## src/rtl/comp_pkg.sv

```systemverilog
// ---------------------------------------------------------------------------
// comp_pkg
//   Shared definitions for the digit-serial comparator family.
//   - CMP_* : compare-mode encodings carried on the 'mode' bus signal
//   - state_t : sequencing states of the serial comparator
//   - modeResult() : folds the raw (gt, eq) flags into the selected result
// ---------------------------------------------------------------------------
package comp_pkg;

  localparam logic [1:0] CMP_GT = 2'b00;
  localparam logic [1:0] CMP_GE = 2'b01;
  localparam logic [1:0] CMP_LT = 2'b10;
  localparam logic [1:0] CMP_EQ = 2'b11;

  typedef enum logic [1:0] {
    IDLE = 2'b00,
    RUN  = 2'b01,
    DONE = 2'b10
  } state_t;

  // Every mode is derived from the same two flags, so the per-digit datapath
  // never needs to know which relation the consumer asked for.
  function automatic logic modeResult(input logic [1:0] mode,
                                      input logic       gt,
                                      input logic       eq);
    logic res;
    case (mode)
      CMP_GT:  res = gt;
      CMP_GE:  res = gt | eq;
      CMP_LT:  res = ~gt & ~eq;
      default: res = eq;
    endcase
    return res;
  endfunction

endpackage

```

## src/rtl/digit_serial_comparator_if.sv

```systemverilog
// ---------------------------------------------------------------------------
// digit_serial_comparator_if
//   Operand and result handshakes of the digit-serial comparator.
//   Producer side : in_valid, x_a, x_b, mode, is_signed -> in_ready
//   Consumer side : out_valid, result, gt, eq          -> out_ready
//   master = the environment (producer + consumer), slave = the comparator.
// ---------------------------------------------------------------------------
interface digit_serial_comparator_if #(
  parameter int WIDTH = 32
);

  logic             in_valid;
  logic             in_ready;
  logic [WIDTH-1:0] x_a;
  logic [WIDTH-1:0] x_b;
  logic [1:0]       mode;
  logic             is_signed;
  logic             out_valid;
  logic             out_ready;
  logic             result;
  logic             gt;
  logic             eq;

  modport master (
    output in_valid, x_a, x_b, mode, is_signed, out_ready,
    input  in_ready, out_valid, result, gt, eq
  );

  modport slave (
    input  in_valid, x_a, x_b, mode, is_signed, out_ready,
    output in_ready, out_valid, result, gt, eq
  );

endinterface

```

## src/rtl/comp_digit.sv

```systemverilog
// ---------------------------------------------------------------------------
// comp_digit
//   Purely combinational unsigned compare of one DIGIT-bit slice.
//   a_i, b_i : slice operands
//   gt_o     : a_i >  b_i
//   eq_o     : a_i == b_i
//   Built as a log-depth tree of pairwise (gt, eq) merges so it can also be
//   reused as the core of wider tree comparators.
// ---------------------------------------------------------------------------
module comp_digit #(
  parameter int DIGIT = 8
) (
  input  logic [DIGIT-1:0] a_i,
  input  logic [DIGIT-1:0] b_i,
  output logic             gt_o,
  output logic             eq_o
);

  // The tree wants a power-of-two leaf count; the extra leaves are zero in
  // both operands, which makes them neutral (gt=0, eq=1) in any merge.
  localparam int LEAVES = 1 << $clog2(DIGIT);

  // Each level merges neighbouring (hi, lo) pairs in place:
  //   gt = gt_hi | (eq_hi & gt_lo),  eq = eq_hi & eq_lo
  // Pair i reads leaves 2i (lo) and 2i+1 (hi) and writes slot i, which has
  // already been consumed, so one vector per flag is enough.
  function automatic logic [1:0] treeCompare(input logic [LEAVES-1:0] a,
                                             input logic [LEAVES-1:0] b);
    logic [LEAVES-1:0] g;
    logic [LEAVES-1:0] e;
    g = a & ~b;
    e = ~(a ^ b);
    for (int w = LEAVES / 2; w >= 1; w = w / 2) begin
      for (int i = 0; i < w; i++) begin
        g[i] = g[2*i+1] | (e[2*i+1] & g[2*i]);
        e[i] = e[2*i+1] & e[2*i];
      end
    end
    return {g[0], e[0]};
  endfunction

  logic [1:0] merged;

  assign merged = treeCompare(LEAVES'(a_i), LEAVES'(b_i));
  assign gt_o   = merged[1];
  assign eq_o   = merged[0];

endmodule

```

## src/rtl/digit_serial_comparator.sv

```systemverilog
// ---------------------------------------------------------------------------
// digit_serial_comparator
//   Magnitude comparator that walks two WIDTH-bit operands MSB digit first,
//   DIGIT bits per clock, and reports the selected relation.
//   clk, rst : clock and synchronous active-high reset
//   bus      : slave side of digit_serial_comparator_if
//              (in_valid/in_ready operand handshake, out_valid/out_ready
//               result handshake, result/gt/eq registered outputs)
//   Latency is always WIDTH/DIGIT cycles from accept to out_valid, whatever
//   the operand values, so the block is safe for constant-time use.
// ---------------------------------------------------------------------------
module digit_serial_comparator
  import comp_pkg::*;
#(
  parameter int WIDTH = 32,
  parameter int DIGIT = 8
) (
  input logic                       clk,
  input logic                       rst,
  digit_serial_comparator_if.slave  bus
);

  localparam int NDIG = WIDTH / DIGIT;
  localparam int IDXW = (NDIG > 1) ? $clog2(NDIG) : 1;
  localparam logic [IDXW-1:0] LAST_IDX = IDXW'(NDIG - 1);

  state_t           state_q;
  logic [WIDTH-1:0] opA_q;
  logic [WIDTH-1:0] opB_q;
  logic [1:0]       mode_q;
  logic [IDXW-1:0]  idx_q;
  logic             accGt_q;
  logic             accEq_q;
  logic             inReady_q;
  logic             outValid_q;
  logic             result_q;
  logic             gt_q;
  logic             eq_q;

  logic [WIDTH-1:0] signMask;
  logic             digitGt;
  logic             digitEq;
  logic             accGt_d;
  logic             accEq_d;

  // Flipping the sign bit maps two's-complement onto offset binary, so one
  // unsigned datapath serves both signed and unsigned compares.
  assign signMask = WIDTH'(bus.is_signed) << (WIDTH - 1);

  // The operand registers shift left by one digit per RUN cycle, so the
  // digit selected by idx_q always sits in the top DIGIT bits.
  comp_digit #(
    .DIGIT (DIGIT)
  ) uDigit (
    .a_i  (opA_q[WIDTH-1 -: DIGIT]),
    .b_i  (opB_q[WIDTH-1 -: DIGIT]),
    .gt_o (digitGt),
    .eq_o (digitEq)
  );

  // A lower digit only decides the outcome while every higher digit tied.
  assign accGt_d = accGt_q | (accEq_q & digitGt);
  assign accEq_d = accEq_q & digitEq;

  // Sequencer: accept a pair in IDLE, grind through NDIG digits in RUN, then
  // hold the registered result in DONE until the consumer takes it. All
  // handshake outputs are registered alongside the state.
  always_ff @(posedge clk) begin
    if (rst) begin
      state_q    <= IDLE;
      inReady_q  <= 1'b1;
      outValid_q <= 1'b0;
      result_q   <= 1'b0;
      gt_q       <= 1'b0;
      eq_q       <= 1'b0;
      idx_q      <= '0;
      accGt_q    <= 1'b0;
      accEq_q    <= 1'b1;
      opA_q      <= '0;
      opB_q      <= '0;
      mode_q     <= CMP_GT;
    end else begin
      case (state_q)
        IDLE: begin
          // in_ready is high throughout IDLE, so in_valid alone is the fire.
          if (bus.in_valid) begin
            opA_q     <= bus.x_a ^ signMask;
            opB_q     <= bus.x_b ^ signMask;
            mode_q    <= bus.mode;
            accGt_q   <= 1'b0;
            accEq_q   <= 1'b1;
            idx_q     <= LAST_IDX;
            inReady_q <= 1'b0;
            state_q   <= RUN;
          end
        end
        RUN: begin
          accGt_q <= accGt_d;
          accEq_q <= accEq_d;
          opA_q   <= opA_q << DIGIT;
          opB_q   <= opB_q << DIGIT;
          idx_q   <= idx_q - 1'b1;
          if (idx_q == '0) begin
            gt_q       <= accGt_d;
            eq_q       <= accEq_d;
            result_q   <= modeResult(mode_q, accGt_d, accEq_d);
            outValid_q <= 1'b1;
            state_q    <= DONE;
          end
        end
        DONE: begin
          if (bus.out_ready) begin
            outValid_q <= 1'b0;
            inReady_q  <= 1'b1;
            state_q    <= IDLE;
          end
        end
        default: begin
          outValid_q <= 1'b0;
          inReady_q  <= 1'b1;
          state_q    <= IDLE;
        end
      endcase
    end
  end

  assign bus.in_ready  = inReady_q;
  assign bus.out_valid = outValid_q;
  assign bus.result    = result_q;
  assign bus.gt        = gt_q;
  assign bus.eq        = eq_q;

endmodule

```

## src/flat_wrapper.sv

```systemverilog
// flat-port wrapper written by rule: the top's interface ports become plain ports
module digit_serial_comparator_flat import comp_pkg::*;
#(
  parameter int WIDTH = 32,
  parameter int DIGIT = 8
)
  (clk, rst, bus_in_valid, bus_x_a, bus_x_b, bus_mode, bus_is_signed, bus_out_ready, bus_in_ready, bus_out_valid, bus_result, bus_gt, bus_eq);
  digit_serial_comparator_if #(.WIDTH(WIDTH)) bus_i ();
  input logic clk;
  input logic rst;
  input wire logic [$bits(bus_i.in_valid)-1:0] bus_in_valid;
  input wire logic [$bits(bus_i.x_a)-1:0] bus_x_a;
  input wire logic [$bits(bus_i.x_b)-1:0] bus_x_b;
  input wire logic [$bits(bus_i.mode)-1:0] bus_mode;
  input wire logic [$bits(bus_i.is_signed)-1:0] bus_is_signed;
  input wire logic [$bits(bus_i.out_ready)-1:0] bus_out_ready;
  output wire logic [$bits(bus_i.in_ready)-1:0] bus_in_ready;
  output wire logic [$bits(bus_i.out_valid)-1:0] bus_out_valid;
  output wire logic [$bits(bus_i.result)-1:0] bus_result;
  output wire logic [$bits(bus_i.gt)-1:0] bus_gt;
  output wire logic [$bits(bus_i.eq)-1:0] bus_eq;
  assign bus_i.in_valid = bus_in_valid;
  assign bus_i.x_a = bus_x_a;
  assign bus_i.x_b = bus_x_b;
  assign bus_i.mode = bus_mode;
  assign bus_i.is_signed = bus_is_signed;
  assign bus_i.out_ready = bus_out_ready;
  assign bus_in_ready = bus_i.in_ready;
  assign bus_out_valid = bus_i.out_valid;
  assign bus_result = bus_i.result;
  assign bus_gt = bus_i.gt;
  assign bus_eq = bus_i.eq;
  digit_serial_comparator #(.WIDTH(WIDTH), .DIGIT(DIGIT)) u_core (.clk(clk), .rst(rst), .bus(bus_i));
endmodule
```

## config.mk

```make
export PLATFORM = sky130hd
export DESIGN_NAME = digit_serial_comparator_flat
export DESIGN_NICKNAME = d
export VERILOG_FILES = /design/src/rtl/comp_pkg.sv /design/src/rtl/digit_serial_comparator_if.sv /design/src/rtl/comp_digit.sv /design/src/rtl/digit_serial_comparator.sv /design/src/flat_wrapper.sv
export SDC_FILE = /design/constraint.sdc
export NUM_CORES = 1
export LEC_CHECK = 0
export ABC_AREA = 1
export CAP_MARGIN = 20
export CORE_ASPECT_RATIO = 1.5
export CORE_MARGIN = 1
export CORE_UTILIZATION = 25
export DETAILED_ROUTE_END_ITERATION = 8
export SLEW_MARGIN = 20
export SYNTH_ARGS = -nofsm -noshare
export SYNTH_HDL_FRONTEND = slang
export SYNTH_HIERARCHICAL = 1
export SYNTH_SLANG_ARGS = --single-unit
```

## constraint.sdc

```tcl
create_clock -name clk -period 1.5 [get_ports clk]
set_input_delay 0.3 -clock clk [delete_from_list [all_inputs] [get_ports clk]]
set_output_delay 0.3 -clock clk [all_outputs]
set_load 0.03 [all_outputs]
```

# Word-level counts from Yosys, hierarchy flattened
# Cells that the tools add are included.
dict set report word_totals {
  reg_bits 77
  input_bits 71
  out_inout_bits 5
}
dict set report op_classes {
  n_addsub 1
  eq_ne 7
  n_mux 20
  n_bitwise 36
  n_reduce_logical 10
}
# cell n
set ops {}
lappend ops {{one-hot mux 32 bit (2 select lines)} 2}
lappend ops {{2-to-1 mux 32 bit} 2}
lappend ops {{bitwise XOR 32 bit} 2}
lappend ops {{AND 1 bit} 17}
lappend ops {{inverter 8 bit} 2}
lappend ops {{OR 1 bit} 9}
lappend ops {{one-hot mux 1 bit (3 select lines)} 3}
lappend ops {{AND reduction 3 bit} 3}
lappend ops {{AND 8 bit} 1}
lappend ops {{2-to-1 mux 2 bit} 4}
lappend ops {{bitwise XOR 8 bit} 1}
lappend ops {{zero test 2 bit} 3}
lappend ops {{one-hot mux 2 bit (3 select lines)} 1}
lappend ops {{AND reduction 2 bit} 3}
lappend ops {{2-to-1 mux 1 bit} 5}
lappend ops {{== test 2 x 1 -> 1 bit (second input constant)} 2}
lappend ops {{== test 2 bit (second input constant)} 2}
lappend ops {{inequality test 2 bit (second input constant)} 2}
lappend ops {{inverter 1 bit} 4}
lappend ops {{one-hot mux 1 bit (2 select lines)} 2}
lappend ops {{one-hot mux 2 bit (2 select lines)} 1}
lappend ops {{inequality test 2 x 1 -> 1 bit (second input constant)} 1}
lappend ops {{nonzero test 2 bit} 1}
lappend ops {{subtractor 2 x 1 -> 2 bit (second input constant)} 1}

# Longest topological paths before layout
# Gate-level depths: netlist (run 1).
dict set report logic_depth {
  depth_word 13
  depth_mapped 13
  depth_no_buf 13
}

# Cells and area by module
# Netlist (run 1), hierarchy kept.
# module n_inst cells_per_inst area_each_um2 seq_area_each_um2
set by_module_without_submodules {}
lappend by_module_without_submodules {digit_serial_comparator 1 473 3303.2 1541.5}
lappend by_module_without_submodules {comp_digit 1 36 225.2 0.0}

# Least setup slack after synthesis (run 1)
# No wires, ideal clock.
dict set report synth_path {
  path_type {flip-flop to flip-flop}
  startpoint {reg u_core.opB_q[31]}
  endpoint {reg u_core.result_q (netlist: u_core/bus.result)}
  setup_ns 0.132
  t_arrival_ns 1.325
  t_required_ns 1.368
  slack_ns 0.043
  stages_incl_launch_ff 11
  path_buffers 0
  period_less_slack_ns 1.457
  path_cell_list {dfxtp_1 -> inv_1 -> ha_1 -> a21o_1 -> nor2_1 -> nand2_1 -> a21o_1 -> nand2_1 -> nand2_1 -> nand2_1 -> a21oi_1}
}
dict set report synth_via {
  elab_chain_cells 11
  word_cells_on_any_way 21
  cone_classes {1 x mux; 20 x bitwise}
}
# element line
set synth_rtl {}
lappend synth_rtl {{from (decl)} digit_serial_comparator.sv:29} ;# logic [WIDTH-1:0] opB_q;
lappend synth_rtl {{from (signal assigned)} digit_serial_comparator.sv:88} ;# opB_q <= bus.x_b ^ signMask;
lappend synth_rtl {{from (signal assigned)} digit_serial_comparator.sv:101} ;# opB_q <= opB_q << DIGIT;
lappend synth_rtl {{bitwise XOR 8 bit} comp_digit.sv:32} ;# e = ~(a ^ b);
lappend synth_rtl {{inverter 8 bit} comp_digit.sv:32}
lappend synth_rtl {{AND 1 bit, on equally long branches} {comp_digit.sv:35, comp_digit.sv:36}}
lappend synth_rtl {{OR 1 bit (tied with other cells)} comp_digit.sv:35} ;# g[i] = g[2*i+1] | (e[2*i+1] & g[2*i]);
lappend synth_rtl {{OR 1 bit / AND 1 bit (equally long branches)} comp_digit.sv:35}
lappend synth_rtl {{OR 1 bit *} comp_digit.sv:35}
lappend synth_rtl {{net u_core.digitGt} digit_serial_comparator.sv:41} ;# logic digitGt;
lappend synth_rtl {{AND 1 bit *} digit_serial_comparator.sv:62} ;# assign accGt_d = accGt_q | (accEq_q & digitGt);
lappend synth_rtl {{OR 1 bit *} digit_serial_comparator.sv:62}
lappend synth_rtl {{inverter 1 bit} comp_pkg.sv:30} ;# CMP_LT: res = ~gt & ~eq;
lappend synth_rtl {{AND 1 bit} comp_pkg.sv:30}
lappend synth_rtl {{one-hot mux 1 bit (3 select lines) *} comp_pkg.sv:27} ;# case (mode)
lappend synth_rtl {{to (signal assigned)} digit_serial_comparator.sv:106} ;# result_q <= modeResult(mode_q, accGt_d, accEq_d);
lappend synth_rtl {{to (decl)} digit_serial_comparator.sv:36} ;# logic result_q;
# Mark *: on every way through the listed nets, which the timed path passes. The rest lies on a longest branch.
# A chain may end at the register's enable or synchronous reset.

# Final worst setup path (run 1)
dict set report layout_path {
  startpoint {reg u_core.opB_q[27]}
  endpoint {reg u_core.result_q (netlist: u_core/bus.result)}
}
dict set report layout_via {
  elab_chain_cells 12
  word_cells_on_any_way 21
  cone_classes {1 x mux; 20 x bitwise}
}
# element line
set layout_rtl {}
lappend layout_rtl {{bitwise XOR 8 bit} comp_digit.sv:32}
lappend layout_rtl {{inverter 8 bit} comp_digit.sv:32}
lappend layout_rtl {{AND 1 bit, on equally long branches} {comp_digit.sv:35, comp_digit.sv:36}}
lappend layout_rtl {{OR 1 bit / AND 1 bit (equally long branches)} comp_digit.sv:35}
lappend layout_rtl {{OR 1 bit *} comp_digit.sv:35}
lappend layout_rtl {{AND 1 bit *} comp_digit.sv:35}
lappend layout_rtl {{OR 1 bit *} comp_digit.sv:35}
lappend layout_rtl {{net u_core.digitGt} digit_serial_comparator.sv:41}
lappend layout_rtl {{AND 1 bit *} digit_serial_comparator.sv:62}
lappend layout_rtl {{OR 1 bit *} digit_serial_comparator.sv:62}
lappend layout_rtl {{inverter 1 bit} comp_pkg.sv:30}
lappend layout_rtl {{AND 1 bit} comp_pkg.sv:30}
lappend layout_rtl {{one-hot mux 1 bit (3 select lines) *} comp_pkg.sv:27}
# Marks and branches as above.

==> key figures, run 1 <==
Routing
  – Pre-antenna DRT Iters: 6
  – 1st-iter DRT viols: 124
  – Final ANT Viol Nets: 0
  – Detailed Route WL: 9060 um
  – Drt drc: 0
  – Vias post-DR: 3250
  – Wire per inst: 12.1 um
  – Vias per inst: 4.35

Worst setup path
  – Worst EP required: 1.76 ns
  – Worst Setup SP: u_core/opB_q[27]
  – Worst Path Max Fanout: 3
  – Crit path DAT: 1.81 ns
  – Type of the worst setup path: flop to flop
  – Worst Setup Start Kind: flop
  – Worst reg2reg startpoint: u_core/opB_q[27]
  – Endpoint type of the worst setup path: flop

Floorplan
  – Initial Utilization: 0.258
  – Die H: 148 um
  – Die ar.: 14600 um^2
  – Core Region: 13700 um^2
  – Die Width: 99 um
  – Ports: 76
  – Site row count: 52

Synthesis
  – Post-synth EDFFs: 0
  – Mapped cell area: 3530 um^2
  – Synth Area in Adders: 0.0319
  – Count leader, synth: nand2_1
  – Synth area leaders: dfxtp_1, nand2_1, a21oi_1, o21ai_0, inv_1
  – Mapped Cells: 509
  – Distinct cells, synth: 24
  – Post-synthesis mux area share: 0
  – Yosys warns: 6
  – Most common library cells after synthesis: nand2_1, dfxtp_1, a21oi_1, inv_1, o21ai_0
  – Cell taking the most area after synthesis: dfxtp_1
  – Syn nets: 589
  – Post-synthesis sequential area ratio: 0.437
  – Simple-gate share of the synthesized area: 0.203
  – Ys flop type: dfxtp_1
  – Compound-Gate Fraction of Synth Area: 0.218
  – Largest family of logic cells by synthesized area: compound AO/OA/AOI/OAI gates
  – FF+latch count, synth: 77
  – Mean Syn Cell Area: 6.93 um^2
  – Fraction of registers with async set/reset: 0
  – XOR/XNOR share of the synthesized area: 0.00496
  – Area fraction of the dominant cell type after synthesis: 0.437

Power
  – Tot Pwr: 0.00561 W
  – PwrDens: 1140 nW/um^2
  – Leak: 2.10 nW
  – Worst vdd ir: 0.532 mV

Worst hold path
  – Worst min path class: flop to flop
  – Hold_sp: u_core/opB_q[10]

Layout
  – Register area: 1550 um^2
  – Non-filler instance count after layout: 747
  – Area growth, synth to finish: 39.7%
  – Final core occ: 0.361
  – N_diodes: 0
  – Area of the multi-input gates: 1730 um^2
  – Post-route cell area: 4930 um^2
  – Layout fillers: 1427
  – Layout cells sized above 1: 0.118
  – Layout Nets: 661

Run status
  – Status: finished with violations
  – Failing checks: setup timing

Timing
  – Final-report max-slew violation count: 0
  – Setup slack after layout: -0.0419 ns
  – Fin crit share: 1.03
  – Fin crit period: 1.54 ns
  – Setup-failing EPs final: 2
  – Fin. Hold Viols: 0
  – Fmax: 649 MHz
  – Hold Worst Slack: 0.446 ns
  – Max Clock Skew: 0.00601 ns
  – Slew @ Worst Pin: 0.308 ns
  – RSZ-0062 raised after global routing: yes
  – Relative slew slack: 0.793

GRT
  – Vias in the first global route: 3211
  – Met1 Use GR: 0.155
  – Antenna violations before repair: 0
  – Largest net degree at the start of global routing: 51
  – GRT Total Usage: 0.130
  – GR Layer Usage met2: 0.213
  – Total grt overflow: 0
  – M3 GR Usage: 0.0270
  – Busiest layer in global routing: met2
  – First-pass GRT wire length: 14800 um

Place
  – RePlAce Congestion: 0.792
  – Placed cell areas: 4520 um^2
  – Placed Cells: 730
  – Port Buffers: 75
  – Post-DP HPWL: 6570 um

Clocking
  – Root Buffer: clkbuf_16
  – Worst-Skew Late Latency: 0.33 ns
  – Max clock buf depth: 2
  – CTS tree: yes
  – H-tree depth: 3
  – Hold bufs inserted after CTS: 0
  – Worst-path clk slew: 0.06 ns
  – CTS buffer count: 9
  – Clock sinks: 77

Run
  – Number of max-cap violations: 0
## power by group
group	switching, W	internal (W)
clock	0.000806	0.00115
sequential	0.0000956	0.00226
combinational	0.000707	0.000591
## cell families (layout without fill, tap and decap cells)
logic type / Yosys count / count (layout)
adders and majority gates: 9 / 9
xor gates and xnor gates: 2 / 2
buffers and inverters: 90 / 166
AOI/OAI and AO/OA: 148 / 148
and+or+nand+nor: 183 / 183
DFF: 77 / 77
## per-stage QoR
| step | setup TNS (ns) | setup WS (ns) |
|---|---|---|
| CTS | -0.122 | -0.0657 |
| detailed placement | -8.66 | -0.238 |
| global route | -0.300 | -0.129 |
| global placement | -5.26 | -0.130 |
| finish | -0.0833 | -0.0419 |
| floorplan | 0 | 0.0427 |
## per-layer routing
layer,vias to the layer above,part of all wire
li1,1763,-
met1,1406,0.45
met2,65,0.48
met3,16,0.035
met4,0,0.030
met5,-,0
## final timing paths
check,to,slack [ns],cells after the start
setup reg to reg,u_core/bus.result,-0.04,13
setup / recovery,u_core/bus.result,-0.04,13
hold reg to reg,u_core/opB_q[10],0.45,2
hold / removal,u_core/opB_q[10],0.45,2
## flip-flops by register name (all words and copies together) (netlist names)
name,count
u_core/bus.result,1
u_core/bus.eq,1
u_core/opB_q,32
u_core/accEq_q,1
u_core/accGt_q,1
u_core/bus.gt,1
u_core/idx_q,2
u_core/opA_q,32
u_core/mode_q,2
u_core/bus.in_ready,1
u_core/bus.out_valid,1
u_core/state_q,2
## layout by cell type, fill, tap and decap left out, types with 2 or more instances in the layout
master,count
dlygate4sd2_1,5
buf_4,9
ha_1,3
o21a_1,3
xor2_1,2
nor3_1,2
nand2_1,132
buf_6,2
dfxtp_2,9
clkdlybuf4s50_1,70
inv_2,8
nand2_4,2
clkbuf_16,9
nor2_1,35
dfxtp_1,68
nand3_1,3
a21o_1,2
inv_1,50
o21ai_0,55
o21ai_1,28
buf_12,6
a21oi_2,2
ha_4,6
clkinv_2,2
a21oi_1,56
clkinvlp_4,2
nand2_2,5
## area by class of cell
| class | instances | share of cell area |
|---|---|---|
| clock buffers | 11 | 0.0492 |
| flip-flops and latches | 77 | 0.315 |
| multi-input cells | 342 | 0.351 |
| repair buffers | 92 | 0.194 |
| clock inverters | 4 | 0.00508 |
| well taps | 162 | 0.0411 |
| inverters | 59 | 0.0454 |
## critical path, cell delays in order (launching register included)
cell and delay [ns]:
dfxtp_2 0.33, inv_2 0.04, ha_4 0.26, nand2_2 0.04, inv_2 0.05, nand2_1 0.05
nand2_1 0.06, nand2_1 0.05, nand2_1 0.07, a21o_1 0.21, nand2_2 0.08, nand2_1 0.06
nand2_1 0.05, a21oi_1 0.12
## what timing repair did
| action | in CTS | in global routing |
|---|---|---|
| endpoints found under the setup margin | 8 | 8 |
| gates resized for setup | 22 | 18 |
| pin swaps | 9 | 10 |
| setup buffers | 1 | 1 |
| hold endpoints to repair | 0 | 0 |
Note: power is estimated with default switching activity, not from simulation.
==> run 2: changes to the inputs <==
--- a/config.mk
+++ b/config.mk
@@ -6,11 +6,13 @@
 export NUM_CORES = 1
 export LEC_CHECK = 0
 export ABC_AREA = 1
+export ABC_CLOCK_PERIOD_IN_PS = 1500
 export CAP_MARGIN = 20
 export CORE_ASPECT_RATIO = 1.5
 export CORE_MARGIN = 1
 export CORE_UTILIZATION = 25
 export DETAILED_ROUTE_END_ITERATION = 8
+export MAX_ROUTING_LAYER = met4
 export SLEW_MARGIN = 20
 export SYNTH_ARGS = -nofsm -noshare
 export SYNTH_HDL_FRONTEND = slang
==> run 2 against run 1 <==
The flow still finishes with violations (setup timing). Global-route usage up 0.37 points. Non-clock buffer count unchanged. Routed wire length decreased by 0.24%. Critical path type unchanged. Count of clock-buffer cells in the layout is the same. Combinational power about the same. Critical path depth did not move. Hold slack hardly changed. Die area stayed put. Clock skew fell by 0.0018 ns. Setup slack better by 0.0040 ns. Core utilization stayed put.
==> key figures, run 2 (same netlist as run 1, synthesis figures left out) <==
Routing
  – Drt drc: 0
  – Final ANT Viol Nets: 0
  – Wire per inst: 12.1 um
  – Detailed Route WL: 9040 um
  – 1st-iter DRT viols: 147
  – Vias per inst: 4.37
  – Pre-antenna DRT Iters: 6
  – Vias post-DR: 3265

Run
  – Number of max-cap violations: 0

Layout
  – N_diodes: 0
  – Post-route cell area: 4930 um^2
  – Layout fillers: 1427
  – Regs by FF count: u_core/opA_q (32), u_core/opB_q (32)
  – Area growth, synth to finish: 39.7%
  – Layout Nets: 661
  – Commonest non-fill, non-tap cell in the layout: nand2_1
  – Layout cells sized above 1: 0.118
  – Most frequent cells in the layout: nand2_1, clkdlybuf4s50_1, dfxtp_1

Timing
  – Setup-failing EPs final: 2
  – Relative slew slack: 0.790
  – Max Clock Skew: 0.00424 ns
  – Slew @ Worst Pin: 0.313 ns
  – Setup slack after layout: -0.0380 ns
  – Fin crit share: 1.03
  – Fin crit period: 1.54 ns
  – Final-report max-slew violation count: 0
  – Fmax: 650 MHz
  – Fin. Hold Viols: 0
  – Hold Worst Slack: 0.447 ns
  – RSZ-0062 raised after global routing: yes

Power
  – P_sw: 0.00161 W
  – Switching portion of total power: 0.287
  – Flop pwr share: 0.420
  – Leak: 2.10 nW
  – Logic pwr share: 0.231
  – Int Power: 0.00400 W
  – Worst vdd ir: 0.536 mV
  – PwrDens: 1140 nW/um^2
  – Clock power frac: 0.349

Run status
  – Status: finished with violations
  – Failing checks: setup timing

Floorplan
  – Die Width: 99 um
  – Site row count: 52
  – Initial Utilization: 0.258
  – Ports: 76
  – Die H: 148 um
  – Die ar.: 14600 um^2
  – Core Region: 13700 um^2

GRT
  – GRT Total Usage: 0.133
  – First-pass GRT wire length: 14800 um
  – Largest net degree at the start of global routing: 51
  – Antenna violations before repair: 0
  – Total grt overflow: 0
  – Vias in the first global route: 3208

Clocking
  – Clock sinks: 77
  – Worst-path clk slew: 0.06 ns
  – Max clock buf depth: 2
  – Root Buffer: clkbuf_16
  – CTS tree: yes
  – Worst-Skew Late Latency: 0.33 ns
  – H-tree depth: 3
  – CTS buffer count: 9

Worst setup path
  – Worst Setup Start Kind: flop
  – Type of the worst setup path: flop to flop
  – Endpoint type of the worst setup path: flop
  – Worst EP required: 1.76 ns
  – Worst Path Max Fanout: 3
  – Crit path DAT: 1.80 ns

Place
  – RePlAce Congestion: 0.803
  – Port Buffers: 75
  – Post-DP HPWL: 6570 um
  – Placed cell areas: 4520 um^2

Worst hold path
  – Worst min path class: flop to flop
==> run 2: layout make-up <==
cell class | instances | area, um^2 | share of cell area
clock buffer | 11 | 243 | 0.0492
clock inverter | 4 | 25.0 | 0.00508
inverter | 59 | 224 | 0.0454
multi-input combinational | 342 | 1730 | 0.351
sequential | 77 | 1550 | 0.315
tap | 162 | 203 | 0.0411
timing repair buffer | 92 | 955 | 0.194
==> run 2: power groups by stage <==
| stage | registers, W | logic (W) | clock network [W] |
|---|---|---|---|
| 2_1_floorplan | 0.00238 | 0.000727 | 0 |
| 3_3_place_gp | 0.00238 | 0.00118 | 0 |
| 3_5_place_dp | 0.00238 | 0.00121 | 0 |
| 4_1_cts | 0.00235 | 0.00126 | 0.00203 |
| 5_1_grt | 0.00238 | 0.00146 | 0.00213 |
| 6_report | 0.00236 | 0.00130 | 0.00196 |
==> run 2: per-layer routing <==
layer	global-route usage	up-vias	wire length [um]
met1	0.155	1403	4020
met4	0.0746	0	291
met3	0.0270	18	374
met5	-	-	0
met2	0.213	81	4360
li1	-	1763	-
==> run 2: per-stage QoR <==
stage,instances,TNS (ns),total power [W],utilization,worst slack (ns)
CTS,746,-0.122,0.00564,0.356,-0.0657
finish,747,-0.0756,0.00562,0.361,-0.0380
detailed placement,730,-8.66,0.00359,0.331,-0.238
floorplan,509,0,0.00311,-,0.0427
global route,747,-0.300,0.00597,0.361,-0.130
global placement,730,-5.26,0.00356,0.331,-0.130
==> run 2: timing repair <==
action	4_1_cts	5_1_grt
hold buffers	0	0
buffers inserted	1	1
pin swaps	9	10
gates resized for setup	22	18
endpoints found under the setup margin	8	9
==> run 2: critical path, stage by stage (launching register included) <==
cell	delay, ns
dfxtp_2	0.33
inv_2	0.04
ha_4	0.26
nand2_2	0.04
inv_2	0.05
nand2_1	0.04
nand2_1	0.06
nand2_1	0.05
nand2_1	0.07
a21o_1	0.21
nand2_2	0.08
nand2_1	0.06
nand2_1	0.05
a21oi_1	0.12
==> run 2: path summary, 6_finish.rpt <==
path	from	to	slack (ns)	cells after the start
worst min register to register	u_core/opB_q[10]	u_core/opB_q[10]	0.45	2
worst max register to register	u_core/opB_q[27]	u_core/bus.result	-0.04	13
worst max-delay path	u_core/opB_q[27]	u_core/bus.result	-0.04	13
worst min-delay path	u_core/opB_q[10]	u_core/opB_q[10]	0.45	2
==> run 3: changes to the inputs <==
--- a/config.mk
+++ b/config.mk
@@ -18,3 +18,4 @@
 export SYNTH_HDL_FRONTEND = slang
 export SYNTH_HIERARCHICAL = 1
 export SYNTH_SLANG_ARGS = --single-unit
+export TNS_END_PERCENT = 10
==> run 3 against run 2 <==
The flow still finishes with violations (setup timing). Count of clock-buffer cells in the layout is the same. Non-clock buffer count shrank 2. First-iteration DRC count shrank 15%. Core utilization shrank 0.47 points. Hold slack gained 0.0018 ns. Maximum frequency shrank 5.2%. Register-to-register slack lost 0.08 ns. Via count shrank 1.3%. Die area is the same. Combinational power shrank 4%. Sequential share of layout area grew 0.31 points. Routed wire length grew 0.28%. Largest cell class unchanged. Highest routed layer unchanged.
==> key figures, run 3 (same netlist as run 1, synthesis figures left out) <==
Run status
  – Status: finished with violations
  – Failing checks: setup timing

Layout
  – Final core occ: 0.356
  – Regs by FF count: u_core/opA_q (32), u_core/opB_q (32)
  – Layout fillers: 1426
  – Layout Nets: 659
  – Most frequent cells in the layout: nand2_1, dfxtp_1, clkdlybuf4s50_1
  – Area growth, synth to finish: 37.9%
  – Commonest non-fill, non-tap cell in the layout: nand2_1
  – Layout cells sized above 1: 0.0961
  – N_diodes: 0
  – Post-route cell area: 4870 um^2

Power
  – Worst vdd ir: 0.548 mV
  – Switching portion of total power: 0.288
  – Flop pwr share: 0.422
  – P_sw: 0.00160 W
  – Logic pwr share: 0.225
  – Tot Pwr: 0.00557 W
  – Int Power: 0.00397 W
  – Clock power frac: 0.353
  – PwrDens: 1150 nW/um^2
  – Leak: 2.09 nW

Worst setup path
  – Worst Setup Start Kind: flop
  – Type of the worst setup path: flop to flop
  – Worst Path Max Fanout: 3
  – Worst EP required: 1.76 ns
  – Crit path DAT: 1.89 ns
  – Endpoint type of the worst setup path: flop

Routing
  – Wire per inst: 12.2 um
  – Detailed Route WL: 9070 um
  – Final ANT Viol Nets: 0
  – Vias post-DR: 3223
  – Vias per inst: 4.33
  – Drt drc: 0
  – 1st-iter DRT viols: 125
  – Pre-antenna DRT Iters: 4

GRT
  – Largest net degree at the start of global routing: 51
  – Vias in the first global route: 3160
  – First-pass GRT wire length: 14600 um
  – Antenna violations before repair: 0
  – GRT Total Usage: 0.132
  – Total grt overflow: 0

Timing
  – Fin. Hold Viols: 0
  – Final-report max-slew violation count: 0
  – Max Clock Skew: 0.00419 ns
  – Fin crit period: 1.62 ns
  – Setup slack after layout: -0.122 ns
  – Total negative slack: -0.122 ns
  – Fin crit share: 1.08
  – Hold Worst Slack: 0.448 ns
  – Relative slew slack: 0.755
  – Fmax: 617 MHz
  – RSZ-0062 raised after global routing: yes
  – Slew @ Worst Pin: 0.368 ns
  – Setup-failing EPs final: 1

Clocking
  – Worst-path clk slew: 0.06 ns
  – Setup Fix Bufs, Post-CTS: 0
  – H-tree depth: 3
  – CTS tree: yes
  – Worst-Skew Late Latency: 0.33 ns
  – CTS buffer count: 9
  – Root Buffer: clkbuf_16
  – Clock sinks: 77
  – Max clock buf depth: 2

Run
  – Number of max-cap violations: 0

Worst hold path
  – Worst min path class: flop to flop

Floorplan
  – Die ar.: 14600 um^2
  – Core Region: 13700 um^2
  – Die Width: 99 um
  – Die H: 148 um
  – Ports: 76
  – Site row count: 52
  – Initial Utilization: 0.258

Place
  – Post-DP HPWL: 6570 um
  – Placed cell areas: 4520 um^2
  – Port Buffers: 75
  – RePlAce Congestion: 0.803
run 3: layer usage:
metal,part of all wire,GRT usage,vias up
met1,0.45,0.154,1385
met3,0.034,0.0270,20
met2,0.48,0.210,65
li1,-,-,1753
met5,0,-,-
met4,0.032,0.0746,0
run 3: worst paths after layout:
kind                          from  depth (start not counted)  slack [ns]                 to
setup reg to reg  u_core/opB_q[25]                         13       -0.12  u_core/bus.result
hold reg to reg   u_core/opB_q[10]                          2        0.45   u_core/opB_q[10]
setup / recovery  u_core/opB_q[25]                         13       -0.12  u_core/bus.result
hold / removal    u_core/opB_q[10]                          2        0.45   u_core/opB_q[10]
run 3: stage by stage:
step	setup WS, ns	cells
6_report	-0.122	745
4_1_cts	-0.0876	745
3_3_place_gp	-0.130	730
3_5_place_dp	-0.238	730
5_1_grt	-0.222	745
2_1_floorplan	0.0427	509
run 3: final cells by class:
class / count / area (um^2) / share of cell area
Multi-Input combinational cell: 342 / 1690 / 0.348
Clock buffer: 11 / 243 / 0.0499
Clock inverter: 4 / 25.0 / 0.00514
Timing Repair Buffer: 90 / 932 / 0.192
Sequential cell: 77 / 1550 / 0.318
Tap cell: 162 / 203 / 0.0417
Inverter: 59 / 221 / 0.0455
run 3: power by group through the flow:
stage                     clock network, W  registers, W  logic, W
after global placement                   0       0.00238   0.00118
after detailed placement                 0       0.00238   0.00121
after floorplan                          0       0.00238  0.000727
after global routing               0.00213       0.00237   0.00142
final                              0.00197       0.00235   0.00125
after CTS                          0.00203       0.00234   0.00121
run 3: repair_timing:
action,CTS,global route
gates resized for setup,7,19
setup endpoints to repair,8,9
hold buffers,0,0
pin swaps,1,12
run 3: critical path: stages, from the launching register on:
cell and delay [ns]:
dfxtp_1 0.32, inv_1 0.07, ha_4 0.27, nand2_1 0.04
nand2_1 0.05, nand2_1 0.04, nand2_1 0.06, nand2_1 0.05
nand2_1 0.07, a21o_1 0.19, nand2_1 0.09, nand2_1 0.08
nand2_1 0.06, a21oi_1 0.14
